[config.mk]
export PLATFORM = sky130hd
export DESIGN_NAME = noc_traffic_node
export DESIGN_NICKNAME = d
export VERILOG_FILES = /design/src/rtl/noc_traffic_node.sv
export SDC_FILE = /design/constraint.sdc
export NUM_CORES = 1
export LEC_CHECK = 0
export ABC_CLOCK_PERIOD_IN_PS = 9400
export BUFFER_PORTS_ARGS = -buffer_cell sky130_fd_sc_hd__buf_2
export CORE_UTILIZATION = 30
export DETAILED_ROUTE_END_ITERATION = 16
export REMOVE_ABC_BUFFERS = 1
export SLEW_MARGIN = 20
export SYNTH_ARGS = -nofsm -noshare
export SYNTH_HDL_FRONTEND = slang
export SYNTH_SLANG_ARGS = --single-unit
[constraint.sdc]
create_clock -name noc_clk -period 9.4 [get_ports noc_clk]
set_input_delay 0.94 -clock noc_clk [delete_from_list [all_inputs] [get_ports noc_clk]]
set_output_delay 0.94 -clock noc_clk [all_outputs]
set_load 0.05 [all_outputs]
[src/rtl/noc_traffic_node.sv]
// NoC traffic node: a packet generator on the outbound channel and a
// pattern checker on the inbound channel. The two sides share no state.
module noc_traffic_node #(
  parameter int X_ID   = 0,
  parameter int Y_ID   = 0,
  parameter int IDW    = 4,
  parameter int DATA_W = 32,
  parameter int CNT_W  = 16
) (
  input  logic              noc_clk,
  input  logic              noc_rst_n,
  input  logic              receive_valid,
  output logic              receive_ready,
  input  logic [DATA_W-1:0] receive_flit,
  input  logic              receive_is_header,
  input  logic              receive_is_tail,
  output logic              sender_valid,
  input  logic              sender_ready,
  output logic [DATA_W-1:0] sender_flit,
  output logic              sender_is_header,
  output logic              sender_is_tail,
  input  logic              gen_en,
  input  logic [IDW-1:0]    gen_dst_x,
  input  logic [IDW-1:0]    gen_dst_y,
  input  logic [7:0]        gen_len,
  input  logic [CNT_W-1:0]  gen_pkt_num,
  input  logic [7:0]        gen_gap,
  input  logic              rx_hold,
  output logic              gen_done,
  output logic [CNT_W-1:0]  tx_pkt_cnt,
  output logic [CNT_W-1:0]  rx_pkt_cnt,
  output logic [CNT_W-1:0]  rx_err_cnt,
  output logic              rx_err
);

  localparam logic [IDW-1:0]   SRC_X   = IDW'(X_ID);
  localparam logic [IDW-1:0]   SRC_Y   = IDW'(Y_ID);
  localparam logic [CNT_W-1:0] CNT_MAX = '1;

  typedef enum logic [2:0] {IDLE, HEAD, BODY, GAP, DONE} tx_state_t;
  typedef enum logic {R_HEAD, R_BODY} rx_state_t;

  function automatic logic [DATA_W-1:0] mk_head(input logic [IDW-1:0] dx, input logic [IDW-1:0] dy,
                                                input logic [7:0] len, input logic [7:0] seq);
    logic [DATA_W-1:0] f;
    f = '0;
    f[DATA_W-1 -: IDW]         = dx;
    f[DATA_W-1-IDW -: IDW]     = dy;
    f[DATA_W-1-2*IDW -: IDW]   = SRC_X;
    f[DATA_W-1-3*IDW -: IDW]   = SRC_Y;
    f[15:8]                    = len;
    f[7:0]                     = seq;
    return f;
  endfunction

  function automatic logic [DATA_W-1:0] mk_body(input logic [IDW-1:0] sx, input logic [IDW-1:0] sy,
                                                input logic [7:0] seq, input logic [7:0] k);
    logic [DATA_W-1:0] f;
    f = '0;
    f[DATA_W-1 -: IDW]       = sx;
    f[DATA_W-1-IDW -: IDW]   = sy;
    f[DATA_W-1-2*IDW -: 8]   = seq;
    f[DATA_W-9-2*IDW -: 8]   = k;
    return f;
  endfunction

  // ---------------- sender ----------------
  tx_state_t         state, state_n;
  logic [7:0]        seq, k, k_n, gap_cnt, gap_cnt_n;
  logic [IDW-1:0]    dst_x_q, dst_y_q;
  logic [7:0]        len_q, gap_q, eff_len;
  logic [CNT_W-1:0]  pkt_num_q, pkts_sent, sent_inc;
  logic              fire, ld_cfg, ld_out, pkt_end;
  logic              v_n, h_n, t_n;
  logic [DATA_W-1:0] f_n;

  assign fire     = sender_valid && sender_ready;
  assign eff_len  = (len_q == 8'd0) ? 8'd1 : len_q;
  assign sent_inc = pkts_sent + CNT_W'(1);

  // Sender next-state and next registered flit; outputs only reload on ld_out
  always_comb begin
    state_n   = state;
    k_n       = k;
    gap_cnt_n = gap_cnt;
    ld_cfg    = 1'b0;
    ld_out    = 1'b0;
    pkt_end   = 1'b0;
    v_n       = 1'b0;
    h_n       = 1'b0;
    t_n       = 1'b0;
    f_n       = '0;
    gen_done  = 1'b0;
    case (state)
      IDLE: if (gen_en) begin
        state_n = HEAD;
        ld_cfg  = 1'b1;
        ld_out  = 1'b1;
        v_n     = 1'b1;
        h_n     = 1'b1;
        f_n     = mk_head(gen_dst_x, gen_dst_y, gen_len, seq);
      end
      HEAD: if (fire) begin
        state_n = BODY;
        k_n     = 8'd1;
        ld_out  = 1'b1;
        v_n     = 1'b1;
        t_n     = (eff_len == 8'd1);
        f_n     = mk_body(SRC_X, SRC_Y, seq, 8'd1);
      end
      BODY: if (fire) begin
        ld_out = 1'b1;
        if (sender_is_tail) begin
          pkt_end = 1'b1;
          if (pkt_num_q != '0 && sent_inc == pkt_num_q) begin
            state_n = DONE;
          end else if (gap_q != 8'd0) begin
            state_n   = GAP;
            gap_cnt_n = 8'd0;
          end else begin
            state_n = HEAD;
            v_n     = 1'b1;
            h_n     = 1'b1;
            f_n     = mk_head(dst_x_q, dst_y_q, len_q, seq + 8'd1);
          end
        end else begin
          k_n = k + 8'd1;
          v_n = 1'b1;
          t_n = ((k + 8'd1) == eff_len);
          f_n = mk_body(SRC_X, SRC_Y, seq, k + 8'd1);
        end
      end
      GAP: begin
        if (!gen_en) begin
          state_n = IDLE;
        end else if (gap_cnt == gap_q - 8'd1) begin
          state_n = HEAD;
          ld_out  = 1'b1;
          v_n     = 1'b1;
          h_n     = 1'b1;
          f_n     = mk_head(dst_x_q, dst_y_q, len_q, seq);
        end else begin
          gap_cnt_n = gap_cnt + 8'd1;
        end
      end
      DONE: begin
        gen_done = 1'b1;
        if (!gen_en) state_n = IDLE;
      end
      default: state_n = IDLE;
    endcase
  end

  // Sender state, config latch, registered outbound flit and counters
  always_ff @(posedge noc_clk) begin
    if (!noc_rst_n) begin
      state            <= IDLE;
      seq              <= '0;
      k                <= '0;
      gap_cnt          <= '0;
      dst_x_q          <= '0;
      dst_y_q          <= '0;
      len_q            <= '0;
      gap_q            <= '0;
      pkt_num_q        <= '0;
      pkts_sent        <= '0;
      tx_pkt_cnt       <= '0;
      sender_valid     <= 1'b0;
      sender_flit      <= '0;
      sender_is_header <= 1'b0;
      sender_is_tail   <= 1'b0;
    end else begin
      state   <= state_n;
      k       <= k_n;
      gap_cnt <= gap_cnt_n;
      if (ld_cfg) begin
        dst_x_q   <= gen_dst_x;
        dst_y_q   <= gen_dst_y;
        len_q     <= gen_len;
        gap_q     <= gen_gap;
        pkt_num_q <= gen_pkt_num;
        pkts_sent <= '0;
      end
      if (pkt_end) begin
        seq <= seq + 8'd1;
        if (pkts_sent != CNT_MAX)  pkts_sent  <= sent_inc;
        if (tx_pkt_cnt != CNT_MAX) tx_pkt_cnt <= tx_pkt_cnt + CNT_W'(1);
      end
      if (ld_out) begin
        sender_valid     <= v_n;
        sender_flit      <= f_n;
        sender_is_header <= h_n;
        sender_is_tail   <= t_n;
      end
    end
  end

  // ---------------- receive checker ----------------
  rx_state_t        rstate, rstate_n;
  logic [IDW-1:0]   rsrc_x, rsrc_y;
  logic [7:0]       rseq, rlen, rk, hdr_len;
  logic             rpkt_err, rfire, hdr_ok, body_ok, exp_tail;
  logic             bad, take_hdr, pkt_close, advance;

  assign receive_ready = ~rx_hold;
  assign rfire    = receive_valid && receive_ready;
  assign hdr_len  = receive_flit[15:8];
  assign hdr_ok   = receive_is_header &&
                    receive_flit[DATA_W-1 -: IDW] == SRC_X &&
                    receive_flit[DATA_W-1-IDW -: IDW] == SRC_Y;
  assign exp_tail = (rk == rlen);
  assign body_ok  = (receive_flit == mk_body(rsrc_x, rsrc_y, rseq, rk)) &&
                    (receive_is_tail == exp_tail);

  // Checker next-state: classify each accepted flit
  always_comb begin
    rstate_n  = rstate;
    bad       = 1'b0;
    take_hdr  = 1'b0;
    pkt_close = 1'b0;
    advance   = 1'b0;
    if (rfire) begin
      case (rstate)
        R_HEAD: begin
          if (hdr_ok) begin
            take_hdr = 1'b1;
            rstate_n = R_BODY;
          end else begin
            bad = 1'b1;
          end
        end
        R_BODY: begin
          if (receive_is_header) begin
            // Truncated packet: flag once, then treat the flit as a fresh header
            bad = 1'b1;
            if (hdr_ok) take_hdr = 1'b1;
            else        rstate_n = R_HEAD;
          end else begin
            bad = !body_ok;
            if (receive_is_tail || exp_tail) begin
              pkt_close = 1'b1;
              rstate_n  = R_HEAD;
            end else begin
              advance = 1'b1;
            end
          end
        end
        default: rstate_n = R_HEAD;
      endcase
    end
  end

  // Checker state, latched header fields and error/packet statistics
  always_ff @(posedge noc_clk) begin
    if (!noc_rst_n) begin
      rstate     <= R_HEAD;
      rsrc_x     <= '0;
      rsrc_y     <= '0;
      rseq       <= '0;
      rlen       <= '0;
      rk         <= '0;
      rpkt_err   <= 1'b0;
      rx_pkt_cnt <= '0;
      rx_err_cnt <= '0;
      rx_err     <= 1'b0;
    end else begin
      rstate <= rstate_n;
      if (take_hdr) begin
        rsrc_x   <= receive_flit[DATA_W-1-2*IDW -: IDW];
        rsrc_y   <= receive_flit[DATA_W-1-3*IDW -: IDW];
        rseq     <= receive_flit[7:0];
        rlen     <= (hdr_len == 8'd0) ? 8'd1 : hdr_len;
        rk       <= 8'd1;
        rpkt_err <= 1'b0;
      end else if (advance) begin
        rk       <= rk + 8'd1;
        rpkt_err <= rpkt_err | bad;
      end
      if (pkt_close && !(rpkt_err || bad) && rx_pkt_cnt != CNT_MAX)
        rx_pkt_cnt <= rx_pkt_cnt + CNT_W'(1);
      if (bad) begin
        rx_err <= 1'b1;
        if (rx_err_cnt != CNT_MAX) rx_err_cnt <= rx_err_cnt + CNT_W'(1);
      end
    end
  end

endmodule

==> impl_metrics.csv, run 1 <==
group,metric,value,unit
outcome,status,"finished clean",
timing,skew,0.0247,ns
worst_setup_path,worstPathArrival,4.18,ns
yosys,synth-seq-cells,201,
yosys,synth_top_area_share,40.3,%
timing,fmax,267,MHz
die,die_w,185,um
clock_tree,clock_sinks,201,
timing,finalSetupViolations,0,
timing,tns,0,ns
run,maxCapViolCount,0,
detailed_routing,vias,9143,
worst_setup_path,critPathTopFamily,"simple AND/OR/NAND/NOR gates",
worst_setup_path,reg2reg_slack,5.66,ns
global_routing,grt_usage,15.5,%
worst_setup_path,cp-end-kind,"flip-flop",
yosys,yosysWarnings,0,
clock_tree,cts_resized,0,
timing,relSlewSlack,28.5,%
timing,min_period,3.74,ns
die,start_util,30.6,%
layout,fill_cells,3405,
clock_tree,root_buffer,"clkbuf_16",
worst_setup_path,crit_start,"rk[2]",
worst_hold_path,hp-class,"flip-flop to flip-flop",
placed_design,place.gp.congestion,0.846,
placed_design,dp_hpwl,18.5,mm
power_and_ir_drop,finalPower,2.29,mW
detailed_routing,ant_nets,0,
power_and_ir_drop,leakagePower,4.53,nW
yosys,synthesis.area,9990,sq um
yosys,yosysTopAreaCell,"dfxtp_1",
global_routing,grt_pass1_vias,8444,
yosys,async_flop_share,0,%
die,num_rows,66,
timing,worst_pin_slew,1.07,ns
clock_tree,hold_buffers,0,
die,die-height,185,um
worst_setup_path,crit_slowest_cell,"or4_4",
layout,final_cells,1838,
worst_setup_path,cp_max_fo,17,
layout,nets,1466,
clock_tree,insertion_delay,0.53,ns
layout,design_area,12000,sq um
detailed_routing,wl_per_cell,14.9,um
global_routing,grt_first_pass_wirelength,43.5,mm
yosys,synth_cell_types,78,
layout,post-route-util,36.8,%
placed_design,portBuffers,165,
die,design.die.area,34000,sq um
worst_setup_path,start_kind,"flip-flop",
yosys,ys.flop_type,"dfxtp_1",
die,ios,166,
global_routing,grt_start_max_net_pins,85,
yosys,synth_edf_count,0,
power_and_ir_drop,peakVddDrop,0.000103,V
worst_setup_path,crit_chain,"xor2_1, nor4_1, nand2_1, ha_1, nor4b_2, nand4_1, nor4_2, a21oi_2, a211o_1, or4_4, or3_1, a21oi_1",
global_routing,gr-total-overflow,0,
timing,rsz0062_at_grt,"false",
layout,post_route_cells_drive_above_1_share,18.3,%
layout,area_growth,20.1,%
worst_setup_path,worstSetupEndpoint,"rx_pkt_cnt[13]",
timing,fin_crit_sh,39.8,%
yosys,synth_seq_area_share,40.3,%
detailed_routing,drc,0,
clock_tree,post_cts_buffers,0,
clock_tree,path_clk_slew,0.05,ns
clock_tree,htree_levels,1,
worst_setup_path,crit_buf_inv,0,
worst_setup_path,path_class,"flip-flop to flip-flop",
clock_tree,cts_inserted_buffers,26,
yosys,synth_area_leaders,"dfxtp_1 (40%), xnor2_1 (7.5%), a21oi_1 (7.0%)",
placed_design,placed_cells,1790,
timing,hold_viol,0,
detailed_routing,drtIter0Drc,449,
worst_setup_path,reg2reg_depth,12,
timing,final_max_slew_viol_count,0,
die,fp.coreArea,32600,sq um
yosys,netlist_instances,1245,
clock_tree,clockBufferDepth,3,
detailed_routing,routed_wl,27.3,mm
worst_setup_path,crit_cells,12,
worst_setup_path,max_stage_delay,0.58,ns
power_and_ir_drop,p_per_area,191,nW/um^2
detailed_routing,firstDrtPassIters,5,
worst_setup_path,crit_required,9.84,ns
detailed_routing,via_per_inst,4.97,
clock_tree,tritoncts,"built",
placed_design,placed_area,11100,sq um
global_routing,antenna_found_initial,2,
yosys,syn_avg_cell_area,8.03,sq um
worst_setup_path,r2r_start,"rk[2]",
worst_setup_path,r2r-end,"rx_pkt_cnt[13]",
==> metal layers <==
metal	wire [um]	track usage, %	up-vias
li1	-	-	4631
met1	13200	21.3	4273
met2	12300	25.0	202
met3	1360	2.59	37
met4	480	4.30	0
met5	0	0	-
==> flip-flops by register name, summed over array words and instances (netlist names), 3 cells and up <==
register and cells:
sender_flit 32, pkt_num_q 16, pkts_sent 16, rx_err_cnt 16
rx_pkt_cnt 16, tx_pkt_cnt 16, gap_cnt 8, gap_q 8
k 8, len_q 8, rk 8, rlen 8
rseq 8, seq 8, dst_x_q 4, dst_y_q 4
rsrc_x 4, rsrc_y 4, state 3
==> Yosys cell counts, types with 20 or more instances <==
master,n
nor2_1,112
xor2_1,34
nand3_1,39
dfxtp_1,201
or3_1,30
nor3_1,31
o21ai_1,26
nand2_1,179
clkbuf_1,53
nand4_1,20
a21oi_1,140
nor4_1,24
o21ai_0,54
inv_1,23
xnor2_1,86
==> report_power, final <==
| group | total [mW] | switching [mW] | leakage, nW | internal [mW] |
|---|---|---|---|---|
| Combinational | 0.358 | 0.245 | 2.46 | 0.113 |
| Clock | 0.999 | 0.387 | 0.440 | 0.612 |
| Sequential | 0.932 | 0.0406 | 1.63 | 0.891 |
==> per-stage QoR <==
step                worst slack, ns  hold WS, ns
CTS                            5.67        0.451
finish                         5.66        0.450
floorplan                      4.83        0.433
global route                   5.46        0.474
global placement               5.66        0.439
detailed placement             5.58        0.443
==> area by class of cell <==
cell class | count | area [sq um] | share of cell area (%)
tap | 442 | 553 | 4.61
clock buffer | 38 | 797 | 6.64
timing repair buffer | 172 | 878 | 7.32
multi-input combinational | 951 | 5580 | 46.5
sequential | 201 | 4020 | 33.5
clock inverter | 9 | 77.6 | 0.646
antenna | 1 | 2.50 | 0.0208
inverter | 24 | 92.6 | 0.771
==> worst reg2reg max path: cells and delay by family (launching register included) <==
family,cells,cell delay (ns)
XOR/XNOR,1,0.10
adder cells (fa/ha/maj),1,0.31
AO/OA/AOI/OAI,3,0.78
flip-flops,1,0.44
AND/OR/NAND/NOR,7,2.03
==> cell usage in the layout (no fill, tap or decap), types with 10 or more instances in the layout <==
cell	netlist	routed
nor4_1	24	24
nand2_1	179	179
and2_1	12	12
inv_1	23	22
nor3_1	31	30
a31oi_1	12	12
ha_1	10	10
o21ai_1	26	26
nand3_1	39	39
nor2_1	112	111
xnor2_1	86	86
and3_1	15	15
buf_2	8	165
clkbuf_16	0	27
or3_1	30	30
nand4_1	20	20
dfxtp_1	201	201
xor2_1	34	34
a22oi_1	11	11
o21ai_0	54	54
a21oi_1	140	140
==> worst min-delay path by stage <==
stage | slack [ns] | end | cells after the start | start
2_1_floorplan | 0.43 | dst_x_q[0] | 2 | dst_x_q[0]
3_3_place_gp | 0.44 | dst_x_q[2] | 2 | dst_x_q[2]
3_5_place_dp | 0.44 | dst_x_q[2] | 2 | dst_x_q[2]
4_1_cts | 0.45 | dst_x_q[2] | 2 | dst_x_q[2]
5_1_grt | 0.47 | dst_x_q[3] | 2 | dst_x_q[3]
6_report | 0.45 | dst_x_q[2] | 2 | dst_x_q[2]
==> cell families (layout without fill, tap and decap cells) <==
group	Yosys count	after routing	synth area share (%)
DFF	201	201	40.3
adders and majority gates	10	10	1.25
AOI/OAI and AO/OA	292	292	17.3
muxes	5	5	0.501
and+or+nand+nor	524	524	26.2
buffers and inverters	93	243	4.01
xor gates and xnor gates	120	120	10.5
other	0	1	0
No activity file was read; power rests on OpenSTA's default activity.
==> inputs of run 2 (changes only) <==
--- a/config.mk
+++ b/config.mk
@@ -5,7 +5,8 @@
 export SDC_FILE = /design/constraint.sdc
 export NUM_CORES = 1
 export LEC_CHECK = 0
-export ABC_CLOCK_PERIOD_IN_PS = 9400
+export ABC_AREA = 1
+export ABC_CLOCK_PERIOD_IN_PS = 3750
 export BUFFER_PORTS_ARGS = -buffer_cell sky130_fd_sc_hd__buf_2
 export CORE_UTILIZATION = 30
 export DETAILED_ROUTE_END_ITERATION = 16
==> constraint.sdc (replaced) <==
create_clock -name noc_clk -period 3.75 [get_ports noc_clk]
set_input_delay 0.375 -clock noc_clk [delete_from_list [all_inputs] [get_ports noc_clk]]
set_output_delay 0.375 -clock noc_clk [all_outputs]
set_load 0.05 [all_outputs]
==> impl_metrics.csv, run 2 <==
group,metric,value,unit
outcome,status,"finished clean",
timing,final_max_slew_viol_count,0,
yosys,netlist_instances,1520,
worst_setup_path,crit_chain,"xor2_1, nor4_1, nand2_1, ha_1, nor3_1, nand4_1, nor2_1, nand3_1, nand3_1, inv_1, nand2_1, buf_4, inv_1, nand2_1, a21oi_1",
detailed_routing,via_per_inst,4.79,
detailed_routing,ant_nets,0,
detailed_routing,drtIter0Drc,580,
clock_tree,clockBufferDepth,3,
clock_tree,cts_resized,0,
worst_setup_path,crit_buf_inv,3,
yosys,yosysTopAreaCell,"dfxtp_1",
layout,post-route-util,37.2,%
timing,rsz0062_at_grt,"false",
detailed_routing,wl_per_cell,13.7,um
clock_tree,hold_buffers,0,
worst_setup_path,cp_max_fo,18,
yosys,synth_seq_area_share,38.1,%
layout,nets,1762,
placed_design,dp_hpwl,21.1,mm
die,ios,166,
global_routing,grt_usage,16.2,%
worst_setup_path,max_stage_delay,0.34,ns
worst_setup_path,crit_required,4.15,ns
power_and_ir_drop,leakagePower,5.32,nW
timing,fin_crit_sh,74.0,%
detailed_routing,drc,0,
yosys,syn_avg_cell_area,6.95,sq um
timing,worst_pin_slew,0.870,ns
worst_setup_path,crit_top_cell,"nand2_1",
global_routing,antenna_found_initial,1,
timing,fmax,360,MHz
run,maxCapViolCount,0,
worst_setup_path,critPathTopFamily,"simple AND/OR/NAND/NOR gates",
layout,top_register,"sender_flit",
clock_tree,path_clk_slew,0.06,ns
detailed_routing,routed_wl,29.5,mm
worst_setup_path,start_kind,"flip-flop",
placed_design,portBuffers,165,
worst_setup_path,path_class,"flip-flop to flip-flop",
yosys,yosysWarnings,0,
yosys,ys.flop_type,"dfxtp_1",
global_routing,grt_start_max_net_pins,79,
timing,hold_viol,0,
die,design.die.area,36000,sq um
yosys,synth_edf_count,0,
die,start_util,30.5,%
timing,whs,0.0789,ns
timing,relSlewSlack,42.0,%
yosys,synth_area_leaders,"dfxtp_1 (38%), nand2_1 (11%), a21oi_1 (7.8%)",
placed_design,placed_area,11800,sq um
global_routing,grt_first_pass_wirelength,48.1,mm
worst_hold_path,hp-class,"input port to flip-flop",
timing,skew,0.0196,ns
layout,layout_common_cells,"nand2_1 (311), dfxtp_1 (201), a21oi_1 (164), buf_2 (164), inv_1 (163)",
layout,design_area,12900,sq um
yosys,synth-seq-cells,201,
clock_tree,clock_sinks,201,
die,num_rows,68,
clock_tree,root_buffer,"clkbuf_16",
global_routing,gr-total-overflow,0,
worst_setup_path,crit_slowest_cell,"dfxtp_1",
die,die-height,190,um
layout,post_route_cells_drive_above_1_share,16.1,%
timing,min_period,2.78,ns
layout,area_growth,21.9,%
yosys,synthTopCellsByCount,"nand2_1 (311), dfxtp_1 (201), a21oi_1 (164), inv_1 (164), nor2_1 (147)",
die,fp.coreArea,34600,sq um
die,die_w,190,um
global_routing,grt_pass1_vias,9708,
clock_tree,post_cts_buffers,0,
yosys,async_flop_share,0,%
yosys,synth_cell_types,49,
detailed_routing,firstDrtPassIters,5,
yosys,synthesis.area,10600,sq um
clock_tree,tritoncts,"built",
timing,finalSetupViolations,0,
power_and_ir_drop,peakVddDrop,0.000398,V
clock_tree,insertion_delay,0.54,ns
power_and_ir_drop,p_per_area,579,nW/um^2
clock_tree,cts_inserted_buffers,25,
detailed_routing,vias,10278,
clock_tree,htree_levels,1,
power_and_ir_drop,finalPower,7.44,mW
placed_design,place.gp.congestion,0.848,
yosys,synth_top_area_share,38.1,%
timing,tns,0,ns
layout,num_antenna_cells,0,
worst_setup_path,cp-end-kind,"flip-flop",
worst_setup_path,worstPathArrival,3.18,ns
layout,largest_reg_flops,32,
yosys,yosysMostFrequentCell,"nand2_1",
layout,final_common_cell,"nand2_1",
-- run 2: changes by cell type after synthesis, moves of 13 or more --
cell,previous run,this run
nand2_1,179,311
nor2_1,112,147
or3_1,30,0
nand3_1,39,87
clkbuf_1,53,37
o21ai_0,54,128
o21ai_1,26,2
inv_1,23,164
a21oi_1,140,164
xnor2_1,86,33
and3_1,15,2
nand4_1,20,36
-- run 2: layout make-up --
cell class                 instances  area [sq um]
clock buffer                      29           671
clock inverter                    17           363
fill                            3670         21800
inverter                         169           634
multi-input combinational       1099          5680
sequential                       201          4020
tap                              455           569
timing repair buffer             176           923
-- run 2: worst register-to-register path: stages (launching register included) --
cell and delay [ns]:
dfxtp_1 0.34, xor2_1 0.17, nor4_1 0.31, nand2_1 0.10, ha_1 0.29, nor3_1 0.13, nand4_1 0.11, nor2_1 0.11
nand3_1 0.13, nand3_1 0.16, inv_1 0.09, nand2_1 0.06, buf_4 0.21, inv_1 0.22, nand2_1 0.13, a21oi_1 0.06
-- run 2: cell families after synthesis --
| kind of cell | count (synthesis) | share of synthesized area (%) |
|---|---|---|
| flip-flops | 201 | 38.1 |
| adder cells (fa/ha/maj) | 10 | 1.18 |
| AND/OR/NAND/NOR | 687 | 29.7 |
| AO/OA/AOI/OAI | 322 | 16.0 |
| XOR/XNOR | 80 | 6.90 |
| buffers and inverters | 220 | 8.07 |
-- run 2: stage by stage --
stage / worst slack, ns / instances
final: 0.975 / 2146
after global routing: 0.549 / 2146
after CTS: 0.893 / 2146
after detailed placement: 0.901 / 2100
after global placement: 0.924 / 2100
after floorplan: 0.878 / 1469
-- run 2: layer usage --
metal	global-route usage (%)	vias to the layer above	wire (um)
met3	2.32	36	1590
met4	4.47	2	635
met1	20.9	4666	13500
met2	27.9	259	13700
li1	-	5315	-
met5	0	-	10
-- run 2: power breakdown --
part / leakage (nW) / switching [mW] / total, mW / internal [mW]
Sequential: 1.63 / 0.155 / 2.52 / 2.36
Combinational: 3.18 / 1.37 / 1.93 / 0.562
Clock: 0.504 / 1.01 / 3.00 / 1.98
Total: 5.32 / 2.54 / 7.44 / 4.91
-- run 2: path summary, 6_finish.rpt --
check	from	to	slack, ns	cells past startpoint
hold / removal	receive_flit[1]	rseq[1]	0.08	3
setup reg to reg	rk[7]	rx_err_cnt[13]	0.97	15
hold reg to reg	sender_flit[22]	sender_flit[22]	0.46	2
setup / recovery	rk[7]	rx_err_cnt[13]	0.97	15
==> inputs of run 3 (changes only) <==
--- a/config.mk
+++ b/config.mk
@@ -6,7 +6,7 @@
 export NUM_CORES = 1
 export LEC_CHECK = 0
 export ABC_AREA = 1
-export ABC_CLOCK_PERIOD_IN_PS = 3750
+export ABC_CLOCK_PERIOD_IN_PS = 2500
 export BUFFER_PORTS_ARGS = -buffer_cell sky130_fd_sc_hd__buf_2
 export CORE_UTILIZATION = 30
 export DETAILED_ROUTE_END_ITERATION = 16
==> constraint.sdc (replaced) <==
create_clock -name noc_clk -period 2.5 [get_ports noc_clk]
set_input_delay 0.25 -clock noc_clk [delete_from_list [all_inputs] [get_ports noc_clk]]
set_output_delay 0.25 -clock noc_clk [all_outputs]
set_load 0.05 [all_outputs]
==> impl_metrics.csv, run 3 (synthesis gave the netlist of run 2 again) <==
group,metric,value,unit
die,design.die.area,36000,sq um
worst_setup_path,crit_top_cell,"nand2_1",
worst_setup_path,cp_max_fo,7,
timing,final_max_slew_viol_count,0,
timing,skew,0.0286,ns
placed_design,placed_area,12100,sq um
timing,worst_pin_slew,0.767,ns
timing,tns,0,ns
placed_design,portBuffers,165,
worst_setup_path,worstPathArrival,2.86,ns
worst_setup_path,path_class,"flip-flop to flip-flop",
worst_setup_path,cp-end-kind,"flip-flop",
clock_tree,cts_inserted_buffers,24,
power_and_ir_drop,leakagePower,5.55,nW
global_routing,gr-total-overflow,0,
global_routing,grt_first_pass_wirelength,48.4,mm
clock_tree,insertion_delay,0.54,ns
die,start_util,30.5,%
layout,final_cells,2219,
clock_tree,path_clk_slew,0.06,ns
detailed_routing,firstDrtPassIters,5,
timing,relSlewSlack,48.8,%
placed_design,place.gp.congestion,0.867,
clock_tree,clock_sinks,201,
layout,design_area,13500,sq um
layout,final_common_cell,"nand2_1",
timing,finalSetupViolations,0,
worst_setup_path,critPathTopFamily,"simple AND/OR/NAND/NOR gates",
worst_setup_path,max_stage_delay,0.32,ns
detailed_routing,drtIter0Drc,453,
die,die_w,190,um
timing,min_period,2.46,ns
worst_hold_path,hp-class,"input port to flip-flop",
worst_setup_path,crit_buf_inv,1,
global_routing,grt_pass1_vias,10011,
timing,fin_crit_sh,98.4,%
timing,hold_viol,0,
worst_setup_path,crit_required,2.90,ns
worst_setup_path,crit_chain,"xor2_1, nor4_2, nand2_1, ha_4, nor3_2, nand4_1, nor2_1, nand3_2, nand2_1, nand3_4, buf_4, o21ai_0, a21oi_1",
detailed_routing,routed_wl,29.7,mm
layout,fill_cells,3615,
die,die-height,190,um
outcome,status,"finished clean",
layout,top_register,"sender_flit",
power_and_ir_drop,p_per_area,769,nW/um^2
run,maxCapViolCount,0,
clock_tree,clockBufferDepth,3,
global_routing,grt_start_max_net_pins,64,
layout,area_growth,27.6,%
worst_setup_path,start_kind,"flip-flop",
timing,rsz0062_at_grt,"true",
detailed_routing,drc,0,
power_and_ir_drop,peakVddDrop,0.000587,V
clock_tree,tritoncts,"built",
layout,layout_common_cells,"nand2_1 (306), dfxtp_1 (197), buf_2 (164)",
placed_design,dp_hpwl,21.7,mm
die,num_rows,68,
layout,largest_reg_flops,32,
detailed_routing,vias,10522,
detailed_routing,ant_nets,0,
clock_tree,htree_levels,1,
die,ios,166,
worst_setup_path,crit_slowest_cell,"dfxtp_2",
global_routing,antenna_found_initial,0,
timing,fmax,407,MHz
detailed_routing,wl_per_cell,13.4,um
layout,nets,1839,
layout,num_antenna_cells,0,
detailed_routing,via_per_inst,4.74,
placed_design,placed_cells,2131,
clock_tree,root_buffer,"clkbuf_16",
die,fp.coreArea,34600,sq um
layout,post_route_cells_drive_above_1_share,18.4,%
global_routing,grt_usage,16.2,%
-- run 3: cell types whose count changed in the layout (fill, tap and decap cells not counted), sizes merged --
cell | previous run | this run
dlygate4sd3 | 0 | 42
buf | 176 | 211
bufinv | 10 | 3
clkinvlp | 1 | 6
inv | 171 | 168
clkinv | 4 | 6
clkbuf | 29 | 28
-- run 3: path summary, 6_finish.rpt --
path	from	end	slack, ns	depth (start not counted)
max reg2reg	rlen[0]	rx_pkt_cnt[1]	0.04	13
max	rlen[0]	rx_pkt_cnt[1]	0.04	13
min reg2reg	sender_flit[21]	sender_flit[21]	0.46	2
min	gen_pkt_num[4]	pkt_num_q[4]	0.02	3
-- run 3: tightest hold or removal path: stages --
cell	delay, ns
buf_2	0.07
o21ai_0	0.07
a21oi_1	0.12
-- run 3: cell type report --
class | count | area, sq um | share of cell area (%)
Clock inverter | 13 | 169 | 1.25
Clock buffer | 28 | 616 | 4.57
Inverter | 169 | 641 | 4.75
Multi-Input combinational cell | 1099 | 5820 | 43.2
Timing Repair Buffer | 253 | 1630 | 12.1
Sequential cell | 201 | 4030 | 29.9
Timing Repair inverter | 1 | 7.51 | 0.0557
Tap cell | 455 | 569 | 4.22
-- run 3: where the power goes --
| group | internal (mW) | leakage (nW) | switching [mW] | total, mW |
|---|---|---|---|---|
| logic | 0.968 | 3.54 | 2.10 | 3.07 |
| registers | 3.55 | 1.63 | 0.232 | 3.78 |
| clock network | 2.08 | 0.370 | 1.44 | 3.52 |
| total | 6.59 | 5.55 | 3.77 | 10.4 |
-- run 3: repair_timing --
action,CTS,global route
hold buffers,42,0
endpoints found under the setup margin,21,65
gates cloned,1,0
pin swaps,1,13
endpoints found under the hold margin,42,0
gates resized for setup,9,30
setup buffers,0,4
-- run 3: metrics by stage --
| stage | total power [mW] | util, % | hold slack, ns | setup WS, ns |
|---|---|---|---|---|
| finish | 10.4 | 38.9 | 0.0175 | 0.0402 |
| global route | 11.0 | 38.9 | 0.0147 | -0.117 |
| CTS | 10.5 | 38.5 | 0.00173 | 0.00456 |
| detailed placement | 6.84 | 34.9 | 0.450 | -0.111 |
| global placement | 6.81 | 34.9 | 0.445 | -0.0943 |
| floorplan | 5.94 | - | 0.348 | -0.372 |
-- run 3: routing by layer --
| layer | vias up | GRT usage [%] | part of all wire, % |
|---|---|---|---|
| met1 | 4802 | 21.2 | 47 |
| li1 | 5474 | - | - |
| met4 | 0 | 3.54 | 2.0 |
| met3 | 32 | 2.05 | 4.5 |
| met5 | - | 0 | 0 |
| met2 | 214 | 28.1 | 47 |
